File: src/rtl/pipe_stage_reg_pkg.sv
// Shared types for handshaked pipeline stage registers: stage FSM states and
// per-boundary payload widths so instances can use DATA_W = MEM_WB_W etc.
package pipe_stage_reg_pkg;

    typedef enum logic [1:0] {
        EMPTY,
        ONE,
        FULL
    } stage_state_t;

    typedef struct packed {
        logic [31:0] pc;
        logic [31:0] instr;
    } fetch_data_t;

    typedef struct packed {
        logic [31:0] pc;
        logic [4:0]  rd;
        logic [63:0] rs1Val;
        logic [63:0] rs2Val;
        logic [63:0] imm;
        logic [7:0]  ctrl;
    } decode_data_t;

    typedef struct packed {
        logic [31:0] pc;
        logic [4:0]  rd;
        logic [63:0] aluResult;
        logic [63:0] storeData;
        logic [7:0]  ctrl;
    } execute_data_t;

    typedef struct packed {
        logic [4:0]  rd;
        logic [63:0] wbData;
        logic        regWrite;
    } memory_data_t;

    localparam int unsigned IF_ID_W  = $bits(fetch_data_t);
    localparam int unsigned ID_EX_W  = $bits(decode_data_t);
    localparam int unsigned EX_MEM_W = $bits(execute_data_t);
    localparam int unsigned MEM_WB_W = $bits(memory_data_t);

    function automatic logic [1:0] occupancyOf(input stage_state_t s);
        case (s)
            ONE:     return 2'd1;
            FULL:    return 2'd2;
            default: return 2'd0;
        endcase
    endfunction

endpackage

File: src/rtl/pipe_stage_perf.sv
// Saturating stall/bubble counter pair for a pipeline stage output port.
module pipe_stage_perf #(
    parameter int unsigned CNT_W = 32
) (
    input  logic             clk,
    input  logic             reset,
    input  logic             outValid,
    input  logic             outReady,
    output logic [CNT_W-1:0] stallCnt,
    output logic [CNT_W-1:0] bubbleCnt
);

    always_ff @(posedge clk) begin
        if (reset) begin
            stallCnt  <= '0;
            bubbleCnt <= '0;
        end else begin
            if (outValid && !outReady && stallCnt != '1)
                stallCnt <= stallCnt + 1'b1;
            if (!outValid && bubbleCnt != '1)
                bubbleCnt <= bubbleCnt + 1'b1;
        end
    end

endmodule

File: src/rtl/pipe_stage_reg.sv
// Handshaked pipeline stage register with 2-entry skid buffer and flush.
// Define PIPE_STAGE_PERF_EN to add the stall_cnt/bubble_cnt counter ports.
module pipe_stage_reg
    import pipe_stage_reg_pkg::*;
#(
    parameter int unsigned DATA_W         = 64,
    parameter bit          CLEAR_ON_FLUSH = 1'b1,
    parameter int unsigned CNT_W          = 32
) (
    input  logic              clk,
    input  logic              reset,
    input  logic              flush,
    input  logic              in_valid,
    output logic              in_ready,
    input  logic [DATA_W-1:0] in_data,
    output logic              out_valid,
    input  logic              out_ready,
    output logic [DATA_W-1:0] out_data,
    output logic [1:0]        occupancy
`ifdef PIPE_STAGE_PERF_EN
    ,
    output logic [CNT_W-1:0]  stall_cnt,
    output logic [CNT_W-1:0]  bubble_cnt
`endif
);

    if (DATA_W < 1 || CNT_W < 1) begin : gBadParam
        $error("pipe_stage_reg: DATA_W and CNT_W must be at least 1");
    end

    stage_state_t      state;
    stage_state_t      nextState;
    logic [DATA_W-1:0] skidData;
    logic              acc;
    logic              drn;

    assign out_valid = (state != EMPTY);
    assign occupancy = occupancyOf(state);

    always_comb begin
        acc       = in_valid && in_ready;
        drn       = out_valid && out_ready;
        nextState = state;
        if (flush) begin
            nextState = EMPTY;
        end else begin
            case (state)
                EMPTY:   if (acc) nextState = ONE;
                ONE:     if (acc && !drn) nextState = FULL;
                         else if (!acc && drn) nextState = EMPTY;
                FULL:    if (drn) nextState = ONE;
                default: nextState = EMPTY;
            endcase
        end
    end

    // in_ready is a register fed by the next state so upstream sees no comb path.
    always_ff @(posedge clk) begin
        if (reset) begin
            state    <= EMPTY;
            in_ready <= 1'b0;
            out_data <= '0;
            skidData <= '0;
        end else begin
            state    <= nextState;
            in_ready <= (nextState != FULL);
            if (flush) begin
                if (CLEAR_ON_FLUSH) begin
                    out_data <= '0;
                    skidData <= '0;
                end
            end else begin
                case (state)
                    EMPTY:   if (acc) out_data <= in_data;
                    ONE:     if (acc && drn) out_data <= in_data;
                             else if (acc) skidData <= in_data;
                    FULL:    if (drn) out_data <= skidData;
                    default: ;
                endcase
            end
        end
    end

`ifdef PIPE_STAGE_PERF_EN
    pipe_stage_perf #(
        .CNT_W(CNT_W)
    ) uPerf (
        .clk      (clk),
        .reset    (reset),
        .outValid (out_valid),
        .outReady (out_ready),
        .stallCnt (stall_cnt),
        .bubbleCnt(bubble_cnt)
    );
`endif

endmodule

File: config.mk
export PLATFORM = sky130hd
export DESIGN_NAME = pipe_stage_reg
export DESIGN_NICKNAME = d
export VERILOG_FILES = /design/src/rtl/pipe_stage_reg_pkg.sv /design/src/rtl/pipe_stage_perf.sv /design/src/rtl/pipe_stage_reg.sv
export SDC_FILE = /design/constraint.sdc
export NUM_CORES = 1
export LEC_CHECK = 0
export CORE_ASPECT_RATIO = 1.2
export CORE_MARGIN = 1
export CORE_UTILIZATION = 45
export DETAILED_ROUTE_END_ITERATION = 6
export PLACE_DENSITY = 0.88
export RECOVER_POWER = 25
export SETUP_SLACK_MARGIN = 0.02
export SYNTH_ARGS = -nofsm -noshare
export SYNTH_HDL_FRONTEND = slang
export SYNTH_HIERARCHICAL = 1
export SYNTH_SLANG_ARGS = --single-unit
File: constraint.sdc
create_clock -name clk -period 1.2 [get_ports clk]
set_input_delay 0.24 -clock clk [delete_from_list [all_inputs] [get_ports clk]]
set_output_delay 0.24 -clock clk [all_outputs]
set_load 0.02 [all_outputs]
==> results.yml <==
synthesis:
  yosys_warnings: 6
  synth_cell_types: 26
  syn_nets: 653
  synth_top_area_share_pct: 46.43
  synth.cell_area_um2: 5648
  yosysTopAreaCell: "dfxtp_1"
  synth_seq_cells: 131
  syn_avg_cell_area_um2: 9.671
  synthCells: 584
  ys_seq_area_share_pct: 46.43
  synth.area.top_cells: "dfxtp_1 46%, a211oi_2 14%, mux2i_1 12%"
flow_run:
  cap_viol_max_count: 0
setup_path:
  crit_arrival_ns: 1.82
  path_cells: "and3b_1 > and2_4 > buf_12 > buf_12 > clkbuf_16 > nand2_1 > a21oi_1"
  cp_top_family: "simple AND/OR/NAND/NOR gates"
  critPathRequiredTime_ns: 1.54
  path_class: "flip-flop to flip-flop"
  path_max_fanout: 8
  cp_num_buf_inv: 3
  slowest_stage: "dfxtp_4"
  worst_path_largest_cell_delay_ns: 0.37
  cp-start-kind: "flip-flop"
  crit_top_cell: "buf_12"
  cp-end-kind: "flip-flop"
clocking:
  ctsHoldBuffers: 0
  clk_pin_slew_ns: 0.06
  clock_sinks: 131
  cts_root_buf: "clkbuf_16"
  cts_tree: "built"
  cts_buffers: 17
  htree_levels: 4
  max-clock-path-buffers: 2
  clk_latency_ns: 0.40
power_and_ir_drop:
  peakVddDrop_mv: 0.8128
  p_per_area_nw_per_um2: 1223
  power_leakage_nw: 4.050
placed_design:
  dp_hpwl_mm: 9.177
  place_congestion: 0.7666
  placed_cells: 867
  io_buffer_count: 136
global_route:
  grt_pass1_vias: 5244
  grtUsageTotal_pct: 26.54
  overflow: 0
  grt_first_pass_wirelength_mm: 27.08
  antenna_found_initial: 0
  grt_max_degree: 43
timing:
  fmax_mhz: 671.3
  rsz0062_at_grt: "yes"
  fin_tns_setup_ns: -24.05
  finalHoldWorstSlack_ns: 0.4294
  finalCriticalPeriod_ns: 1.490
  final-setup-viol-count: 132
  final_max_slew_viol_count: 0
  maxSlewHeadroom_pct: 82.82
  fin_crit_sh_pct: 124.1
  hold_violations: 0
  fin_skew_ns: 0.006411
  setup_ws_ns: -0.2897
  tightest_slew_ns: 0.2505
floorplan:
  start_util_pct: 46.42
  chipWidth_um: 104.3
  core_area_um2: 12170
  io_pins: 137
  num_rows: 44
  die-area_um2: 13010
  die_h_um: 124.7
finish:
  fillers: 739
  syn_to_final_growth_pct: 63.78
  final_cell_mix: "116 x dfxtp_1, 67 x clkdlybuf4s50_1, 66 x nand2_1, 64 x a211oi_2, 60 x mux2i_1"
  fin_cells: 934
  layout-drive-gt1-share_pct: 51.62
  diodes: 0
  nets: 831
  layout_commonest_cell: "dfxtp_1"
drt:
  vias: 5243
  antenna_left: 0
  drt-pass1-iter-count: 4
  post-route-drc-count: 0
  routed_wl_mm: 19.01
  via_per_inst: 5.613
  drtIter0Drc: 239
  wl_per_cell_um: 20.35
worst_hold_path:
  hold_path_class: "primary input to flip-flop"
run_status:
  failed_checks: "setup timing"
  outcome: "finished, violations left"
==> where the power goes <==
| part | internal (W) | switching [W] |
|---|---|---|
| Sequential | 0.00446 | 0.0000773 |
| Combinational | 0.000798 | 0.000903 |
| Clock | 0.00319 | 0.00189 |
==> cells in the mapped netlist, drive strengths merged <==
master	number
a21oi	65
nor3	1
buf	40
a211oi	64
dfxtp	131
nand4bb	1
and3b	1
or2	2
inv	1
nand3	1
nand4b	1
nand2b	1
nand3b	1
and2	1
clkbuf	8
nor2b	3
nand2	130
nor2	66
mux2i	65
o211a	1
==> final timing paths <==
path           startpoint      endpoint  slack, ns  cells past startpoint
min           in_data[18]  skidData[18]       0.43                      3
min reg2reg  skidData[17]  skidData[17]       0.45                      2
max reg2reg      state[1]  skidData[39]      -0.29                      7
max              state[1]  skidData[39]      -0.29                      7
==> kinds of logic (layout without fill, tap and decap cells) <==
logic type	after synthesis	in the layout	synth area share (%)
simple gates	209	209	15.20
flops	131	131	46.43
compound gates	130	130	20.12
mux	65	65	11.52
buf+inv	49	238	6.735
==> metal layers <==
layer	part of all wire (%)	track usage [%]
met4	2.7	11.26
met1	41	31.25
met2	52	47.10
met5	0	0
met3	4.8	4.448
==> sequential cells by signal, summed over array words and instances (netlist names) <==
register,flops
skidData,64
in_ready,1
out_data,64
state,2
==> stage by stage <==
stage                     area (um2)  setup WS [ns]  total power (W)  util [%]
after detailed placement        7279        -0.6366         0.005925     59.83
after global placement          7279        -0.5281         0.005876     59.83
after global routing            9250        -0.3433          0.01165     76.03
after CTS                       8557        -0.2598          0.01119     70.33
after floorplan                 5683      -0.008909         0.005332         -
final                           9250        -0.2897          0.01131     76.03
==> worst reg2reg max path, stage by stage, from the launching register on <==
cell,delay [ns]
dfxtp_4,0.37
and3b_1,0.26
and2_4,0.21
buf_12,0.12
buf_12,0.10
clkbuf_16,0.15
nand2_1,0.07
a21oi_1,0.13
==> final cells by class <==
type                            count  area, um2  share of cell area, %
Multi-Input combinational cell    404       3412                  36.89
Sequential cell                   131       2651                  28.66
Clock inverter                      9      106.4                  1.150
Timing Repair Buffer              207       2402                  25.97
Inverter                            1      6.256                0.06763
Tap cell                          161      201.4                  2.178
Clock buffer                       21      470.5                  5.086
==> what timing repair did <==
item / CTS / global route
gates resized for setup: 363 / 209
gates cloned: 22 / 3
pin swaps: 18 / 94
endpoints found under the setup margin: 196 / 167
buffers inserted: 13 / 3
(Power assumes the default switching activity.)
